[src/rtl/axil_reg_bank.sv]
//==============================================================================
// Module  : axil_reg_bank
// Brief   : AXI4-Lite slave bank of RW control and RO status registers with
//           DECERR/SLVERR decode and per-register write pulses.
//           Optional self-clear support enabled by AXIL_REG_BANK_SELFCLR_EN.
// Revision: 1.0 - initial release
//==============================================================================
`default_nettype none

module axil_reg_bank #(
    parameter logic [15:0] ADDR_SEGMENT = 16'h0000,
    parameter int          N_RW         = 16,
    parameter int          N_RO         = 8,
    parameter logic [N_RW-1:0] SELFCLR_MASK = '0,
    localparam int         RO_W         = (N_RO > 0) ? N_RO : 1
) (
    input  logic                 axilite_clk,
    input  logic                 axilite_rst,
    input  logic [31:0]          awaddr,
    input  logic                 awvalid,
    output logic                 awready,
    input  logic [31:0]          wdata,
    input  logic [3:0]           wstrb,
    input  logic                 wvalid,
    output logic                 wready,
    output logic [1:0]           bresp,
    output logic                 bvalid,
    input  logic                 bready,
    input  logic [31:0]          araddr,
    input  logic                 arvalid,
    output logic                 arready,
    output logic [31:0]          rdata,
    output logic [1:0]           rresp,
    output logic                 rvalid,
    input  logic                 rready,
    output logic [N_RW*32-1:0]   rw_regs,
    output logic [N_RW-1:0]      wr_pulse,
    input  logic [RO_W*32-1:0]   ro_regs
);

    localparam logic [1:0] c_RESP_OKAY   = 2'b00;
    localparam logic [1:0] c_RESP_SLVERR = 2'b10;
    localparam logic [1:0] c_RESP_DECERR = 2'b11;

    typedef enum logic {W_IDLE = 1'b0, W_RESP = 1'b1} wstate_t;
    typedef enum logic {R_IDLE = 1'b0, R_DATA = 1'b1} rstate_t;

    wstate_t      r_wstate, w_wstate_nxt;
    rstate_t      r_rstate, w_rstate_nxt;

    logic         r_aw_held, r_w_held;
    logic [31:2]  r_awaddr;
    logic [31:0]  r_wdata;
    logic [3:0]   r_wstrb;
    logic [31:0]  r_rw [N_RW];
    logic [N_RW-1:0] r_wr_pulse;
    logic         r_bvalid, r_rvalid;
    logic [1:0]   r_bresp, r_rresp;
    logic [31:0]  r_rdata;

    logic         w_commit, w_wr_rw, w_ar_hs;
    logic [31:0]  w_wr_idx, w_rd_idx, w_rd_data;
    logic [1:0]   w_wr_resp, w_rd_resp;
    logic         w_unused_addr;

    assign w_unused_addr = ^{awaddr[1:0], araddr[1:0]};

    assign awready = (r_wstate == W_IDLE) && !r_aw_held;
    assign wready  = (r_wstate == W_IDLE) && !r_w_held;
    assign arready = (r_rstate == R_IDLE);
    assign w_commit = (r_wstate == W_IDLE) && r_aw_held && r_w_held;
    assign w_ar_hs  = arvalid && arready;

    assign w_wr_idx = {18'd0, r_awaddr[15:2]};
    assign w_rd_idx = {18'd0, araddr[15:2]};

    // Write decode works on the latched address so AW may precede W.
    always_comb begin
        w_wr_rw   = 1'b0;
        w_wr_resp = c_RESP_OKAY;
        if (r_awaddr[31:16] != ADDR_SEGMENT)
            w_wr_resp = c_RESP_DECERR;
        else if (w_wr_idx >= 32'(N_RW))
            w_wr_resp = c_RESP_SLVERR;
        else
            w_wr_rw = 1'b1;
    end

    always_comb begin
        w_rd_data = '0;
        w_rd_resp = c_RESP_OKAY;
        if (araddr[31:16] != ADDR_SEGMENT) begin
            w_rd_resp = c_RESP_DECERR;
        end else if (w_rd_idx >= 32'(N_RW + N_RO)) begin
            w_rd_resp = c_RESP_SLVERR;
        end else begin
            for (int i = 0; i < N_RW; i++)
                if (w_rd_idx == 32'(i)) w_rd_data = r_rw[i];
            for (int j = 0; j < N_RO; j++)
                if (w_rd_idx == 32'(N_RW + j)) w_rd_data = ro_regs[32*j +: 32];
        end
    end

    always_ff @(posedge axilite_clk or posedge axilite_rst) begin
        if (axilite_rst) begin
            r_wstate <= W_IDLE;
            r_rstate <= R_IDLE;
        end else begin
            r_wstate <= w_wstate_nxt;
            r_rstate <= w_rstate_nxt;
        end
    end

    always_comb begin
        w_wstate_nxt = r_wstate;
        w_rstate_nxt = r_rstate;
        case (r_wstate)
            W_IDLE:  if (w_commit) w_wstate_nxt = W_RESP;
            W_RESP:  if (bready)   w_wstate_nxt = W_IDLE;
            default: w_wstate_nxt = W_IDLE;
        endcase
        case (r_rstate)
            R_IDLE:  if (w_ar_hs) w_rstate_nxt = R_DATA;
            R_DATA:  if (rready)  w_rstate_nxt = R_IDLE;
            default: w_rstate_nxt = R_IDLE;
        endcase
    end

    always_ff @(posedge axilite_clk or posedge axilite_rst) begin
        if (axilite_rst) begin
            r_aw_held <= 1'b0;
            r_w_held  <= 1'b0;
            r_awaddr  <= '0;
            r_wdata   <= '0;
            r_wstrb   <= '0;
            r_bvalid  <= 1'b0;
            r_bresp   <= c_RESP_OKAY;
        end else begin
            if (w_commit) begin
                r_aw_held <= 1'b0;
                r_w_held  <= 1'b0;
                r_bvalid  <= 1'b1;
                r_bresp   <= w_wr_resp;
            end else begin
                if (awvalid && awready) begin
                    r_aw_held <= 1'b1;
                    r_awaddr  <= awaddr[31:2];
                end
                if (wvalid && wready) begin
                    r_w_held <= 1'b1;
                    r_wdata  <= wdata;
                    r_wstrb  <= wstrb;
                end
                if (r_bvalid && bready) r_bvalid <= 1'b0;
            end
        end
    end

    always_ff @(posedge axilite_clk or posedge axilite_rst) begin
        if (axilite_rst) begin
            for (int i = 0; i < N_RW; i++) r_rw[i] <= '0;
            r_wr_pulse <= '0;
        end else begin
            r_wr_pulse <= '0;
`ifdef AXIL_REG_BANK_SELFCLR_EN
            // Self-clearing registers fall back to zero unless rewritten now.
            for (int i = 0; i < N_RW; i++)
                if (SELFCLR_MASK[i]) r_rw[i] <= '0;
`endif
            if (w_commit && w_wr_rw) begin
                for (int i = 0; i < N_RW; i++) begin
                    if (w_wr_idx == 32'(i)) begin
                        r_wr_pulse[i] <= 1'b1;
                        for (int b = 0; b < 4; b++)
                            if (r_wstrb[b]) r_rw[i][8*b +: 8] <= r_wdata[8*b +: 8];
                    end
                end
            end
        end
    end

    always_ff @(posedge axilite_clk or posedge axilite_rst) begin
        if (axilite_rst) begin
            r_rvalid <= 1'b0;
            r_rdata  <= '0;
            r_rresp  <= c_RESP_OKAY;
        end else if (w_ar_hs) begin
            r_rvalid <= 1'b1;
            r_rdata  <= w_rd_data;
            r_rresp  <= w_rd_resp;
        end else if (r_rvalid && rready) begin
            r_rvalid <= 1'b0;
        end
    end

    generate
        for (genvar g = 0; g < N_RW; g++) begin : g_rw_out
            assign rw_regs[32*g +: 32] = r_rw[g];
        end
    endgenerate

    assign wr_pulse = r_wr_pulse;
    assign bvalid   = r_bvalid;
    assign bresp    = r_bresp;
    assign rvalid   = r_rvalid;
    assign rdata    = r_rdata;
    assign rresp    = r_rresp;

endmodule

`default_nettype wire
[config.mk]
export PLATFORM = sky130hd
export DESIGN_NAME = axil_reg_bank
export DESIGN_NICKNAME = d
export VERILOG_FILES = /design/src/rtl/axil_reg_bank.sv
export SDC_FILE = /design/constraint.sdc
export NUM_CORES = 2
export LEC_CHECK = 0
export CAP_MARGIN = 20
export CORE_MARGIN = 10
export CORE_UTILIZATION = 25
export CTS_BUF_LIST = sky130_fd_sc_hd__clkbuf_4 sky130_fd_sc_hd__clkbuf_8
export DETAILED_ROUTE_END_ITERATION = 7
export PLACE_DENSITY = 0.56
export SLEW_MARGIN = 40
export SYNTH_ARGS = -nofsm -noshare
export SYNTH_HDL_FRONTEND = slang
export SYNTH_SLANG_ARGS = --single-unit
[constraint.sdc]
create_clock -name axilite_clk -period 68.6 [get_ports axilite_clk]
set_clock_uncertainty 0.2 [all_clocks]
set_input_delay 13.72 -clock axilite_clk [delete_from_list [all_inputs] [get_ports axilite_clk]]
set_output_delay 13.72 -clock axilite_clk [all_outputs]
set_load 0.05 [all_outputs]
==> flow_results.org <==
** Yosys
- Counting flops with a built-in enable in the synthesized netlist gives 0.
- Synth Area per Inst :: 12.8 um2
- In this run, distinct cell masters in the synthesized netlist total 73.
- Yosys reg bits :: 636
- The Yosys step of the flow raised 0 warnings.
- Post-synthesis sequential area ratio :: 53.5%
- By area the synthesized netlist is led by sky130_fd_sc_hd__dfrtp_1 (53%), sky130_fd_sc_hd__mux2_2 (21%), sky130_fd_sc_hd__a22oi_1 (2.7%).
- In the synthesized netlist the dominant register cell turns out to be sky130_fd_sc_hd__dfrtp_1.
- The synthesized netlist occupies a cell area of 0.0298 mm2.
- Of all cell types, the one taking the most synthesized area is sky130_fd_sc_hd__dfrtp_1.
- Post-synth ARST share :: 100%
- Counting every net in the synthesized netlist gives 2689.
- Number of standard cells after synthesis :: 2326
- Portion of synthesized cell area occupied by the leading cell type :: 53.5%

** Detailed routing
- Number of vias in the routed layout :: 27000
- After detailed routing, the number of remaining DRC violations is 0.
- Detail Route Antenna Nets :: 0
- After the first detailed-routing iteration, the DRC count stood at 2921.
- For this run, the detailed router's first-pass iteration total came to 7.
- In the final routed layout, each cell accounts on average for 38.5 um.
- Total wirelength of the detailed-routed design :: 191 mm
- Number of vias per cell :: 5.46

** Timing
- Setup violations remaining at the end of the flow were counted as 0.
- Across all setup checks in the final design, the least slack found is 50970 ps.
- The number of hold violations in the final report came to 0.
- Worst Max-Slew Pin Slew :: 953 ps
- RSZ-0062 raised after global routing :: no
- In this run the tightest slew margin relative to its limit is 35.9%.
- Final count of pins violating max slew :: 0
- Post-Route Hold Slack :: 274 ps
- Maximum clock frequency :: 0.0567 GHz
- The worst path in the final design needs a cycle of 17630 ps, including I/O delays and setup.
- Setup tns final :: 0 ps
- Fin crit share :: 25.7%

** Setup path
- Largest fanout on the critical path :: 24
- The critical path goes through clkdlybuf4s50_1 -> nor4_4 -> nand4_1 -> buf_4 -> nor3_2 -> buf_4 -> a221oi_1 -> clkdlybuf4s18_2 -> buf_4 -> nand4_1 -> nor2_1 -> a211oi_1 -> a211o_1.
- Category of the critical setup timing path :: input pin to register
- Largest incremental delay on the critical path :: 670 ps
- Worst setup path endpoint :: rdata[22]$_DFFE_PP0P_
- Most numerous cell on the critical path :: sky130_fd_sc_hd__buf_4
- Critical Path Stages :: 13
- The slowest stage of the critical path is the sky130_fd_sc_hd__nor4_4 cell.
- Critical Path Source :: araddr[11]
- The worst setup path is launched from an input pin.
- Bufs and invs on worst path :: 5
- FF-to-FF End :: rw_regs[283]$_DFFE_PP0P_
- Worst path required time :: 69120 ps
- For the worst setup path, the data arrival time is 18150 ps.
- The worst register-to-register path begins at r_awaddr[29]$_DFFE_PP0P_.
- The worst register-to-register path has a setup slack of 64530 ps.
- The cell family contributing the most delay on the critical path is buffers and inverters.
- STA classifies the critical path endpoint as a register.
- R2R depth :: 7

** CTS
- The cell sitting at the root of the clock tree is a sky130_fd_sc_hd__clkbuf_8.
- In this run the number of H-tree levels came out at 3.
- Maximum root-to-sink buffer count :: 3
- Counting every sink on the clock net gives 636.
- Clock-pin slew was measured on the worst setup and hold paths at 60 ps.
- Insertion delay to the later sink of the worst-skew pair :: 830 ps
- CTS Buf Count :: 116
- After clock tree synthesis, the setup repair step added 0 buffers.
- For this design, the CTS-stage hold fixing added 0 buffers.
- TritonCTS built the clock tree.
- In this run, post-CTS repair resized a total of 0 instances.

** Global route
- Maximum number of pins on one net before global-route repair :: 145
- The total overflow left after global routing is 0.
- The number of global-route vias before repair is 27000.
- The number of antenna violations at the first check in global routing came to 41.
- The first global-routing pass estimated 248 mm of wire.
- Total routing usage reported by global routing :: 27.4%

** Placement
- Port-buffer cells :: 927
- Setup Slack @ Placement :: 50080 ps
- Placer congestion estimate :: 0.927
- The HPWL after detailed placement is 145 mm.

** Power and ir drop
- VDD sags by at most 0.0312 mV.
- Leakage power of the design :: 19.3 nW
- In this run the power density over the cells is 22.2 mW/mm2.

** Cells and area
- Relative to the synthesized area, the layout overhead comes to 47.4%.
- Layout cells sized above 1 :: 29.9%
- NumNets Final :: 3670
- The layout has 11700 filler cells.

** Floorplan
- Number of ports placed on the die boundary :: 932
- Initial core utilization :: 25.2%
- Std-Cell Core Area :: 0.118 mm2
- Total die area :: 0.133 mm2
- The die is 365 um wide.
- Site row count :: 126
- The die is 365 um tall.

** Job
- Max-cap violation count :: 0

** Outcome
- The flow ran to the end, and the final reports show no timing, DRC or antenna violations.

** Hold path
- Path type of the worst min-delay path :: register to register
- Min-Delay Startpoint :: rdata[0]$_DFFE_PP0P_
[synthesized netlist by cell type (9+ instances only)]
cell type                  instances
sky130_fd_sc_hd__nor3_1           26
sky130_fd_sc_hd__o21ai_0          45
sky130_fd_sc_hd__a22oi_1         109
sky130_fd_sc_hd__nand4_1          35
sky130_fd_sc_hd__mux2_4           32
sky130_fd_sc_hd__nor4_1           17
sky130_fd_sc_hd__a22o_1           17
sky130_fd_sc_hd__a21oi_1          54
sky130_fd_sc_hd__nand2b_1          9
sky130_fd_sc_hd__nand3_1          34
sky130_fd_sc_hd__a221oi_1         43
sky130_fd_sc_hd__or4_1             9
sky130_fd_sc_hd__mux2_2          544
sky130_fd_sc_hd__mux4_2           27
sky130_fd_sc_hd__inv_1            12
sky130_fd_sc_hd__dfrtp_1         636
sky130_fd_sc_hd__buf_2            41
sky130_fd_sc_hd__and3_1            9
sky130_fd_sc_hd__nor2_1          110
sky130_fd_sc_hd__nand2_1         135
sky130_fd_sc_hd__a222oi_1         44
sky130_fd_sc_hd__a31oi_1           9
sky130_fd_sc_hd__clkbuf_1         96
sky130_fd_sc_hd__o221ai_1         23
sky130_fd_sc_hd__nand2_2          40
sky130_fd_sc_hd__buf_1            10
sky130_fd_sc_hd__a221o_1          11
[worst reg2reg max path, cell delays in order (launching register included)]
cell and delay, ps:
sky130_fd_sc_hd__dfrtp_1 370, sky130_fd_sc_hd__or4_1 540, sky130_fd_sc_hd__or3_1 420, sky130_fd_sc_hd__nor3_4 290
sky130_fd_sc_hd__nand2b_2 210, sky130_fd_sc_hd__nor3_2 680, sky130_fd_sc_hd__nand2_1 740, sky130_fd_sc_hd__mux2_2 510
[final cells by class]
type / count / area, um2 / area share (%)
Sequential cell: 636 / 15900 / 36.3
Multi-Input combinational cell: 1528 / 13400 / 30.5
Timing Repair Buffer: 1013 / 9960 / 22.7
Clock buffer: 197 / 2400 / 5.48
Tap cell: 1536 / 1920 / 4.38
Clock inverter: 15 / 154 / 0.351
Inverter: 12 / 57.6 / 0.131
Antenna cell: 19 / 47.5 / 0.108
[state kept, by name (all words and copies together), names as in the netlist]
register and cells:
rvalid 1, r_aw_held 1, r_rstate 1, rresp 2, rw_regs 512, r_wdata 32
bvalid 1, r_w_held 1, r_wstate 1, r_wstrb 4, rdata 32, r_awaddr 30
bresp 2, wr_pulse 16
[per-layer routing]
layer / up-vias / wire length [um] / GRT usage, %
met5: - / 158 / 0
met4: 26 / 7680 / 10.7
met3: 326 / 20900 / 11.0
met2: 1612 / 89300 / 44.3
met1: 14200 / 73100 / 32.3
li1: 10900 / - / -
[logic make-up after synthesis]
family	share of synthesized area (%)
buffers and inverters	2.27
muxes	24.6
AOI/OAI and AO/OA	10.8
DFF	53.5
and+or+nand+nor	8.90
[metrics by stage]
| step | instance area, um2 | utilization, % | total power, mW | instances |
|---|---|---|---|---|
| after floorplan | 29800 | - | 0.502 | 2326 |
| after global placement | 41100 | 34.8 | 0.575 | 4717 |
| after detailed placement | 41200 | 34.9 | 0.578 | 4722 |
| after CTS | 43800 | 37.1 | 0.980 | 4934 |
| after global routing | 43800 | 37.1 | 1.01 | 4945 |
| final | 43900 | 37.1 | 0.975 | 4956 |
[cells in the final DEF (no fill, tap or decap), types with 49 or more instances in the layout]
master / n
sky130_fd_sc_hd__a21oi_1: 54
sky130_fd_sc_hd__a22oi_1: 109
sky130_fd_sc_hd__buf_4: 75
sky130_fd_sc_hd__clkbuf_4: 49
sky130_fd_sc_hd__clkbuf_8: 148
sky130_fd_sc_hd__clkdlybuf4s50_1: 925
sky130_fd_sc_hd__dfrtp_1: 632
sky130_fd_sc_hd__mux2_2: 544
sky130_fd_sc_hd__nand2_1: 133
sky130_fd_sc_hd__nor2_1: 100
[report_power, final]
part,switching [mW],internal [mW],leakage (nW)
logic,0.0504,0.0498,9.21
registers,0.0771,0.396,8.71
clock network,0.178,0.224,1.36
[how the worst min path moves through the flow]
stage / end / slack, ps / cells after the start
3_3_place_gp: rdata[0]$_DFFE_PP0P_ / 260 / 2
3_5_place_dp: rdata[0]$_DFFE_PP0P_ / 270 / 2
5_1_grt: rdata[3]$_DFFE_PP0P_ / 310 / 2
4_1_cts: rdata[0]$_DFFE_PP0P_ / 280 / 2
2_1_floorplan: r_awaddr[30]$_DFFE_PP0P_ / 270 / 1
6_report: rdata[0]$_DFFE_PP0P_ / 270 / 2
(Power assumes the default switching activity.)
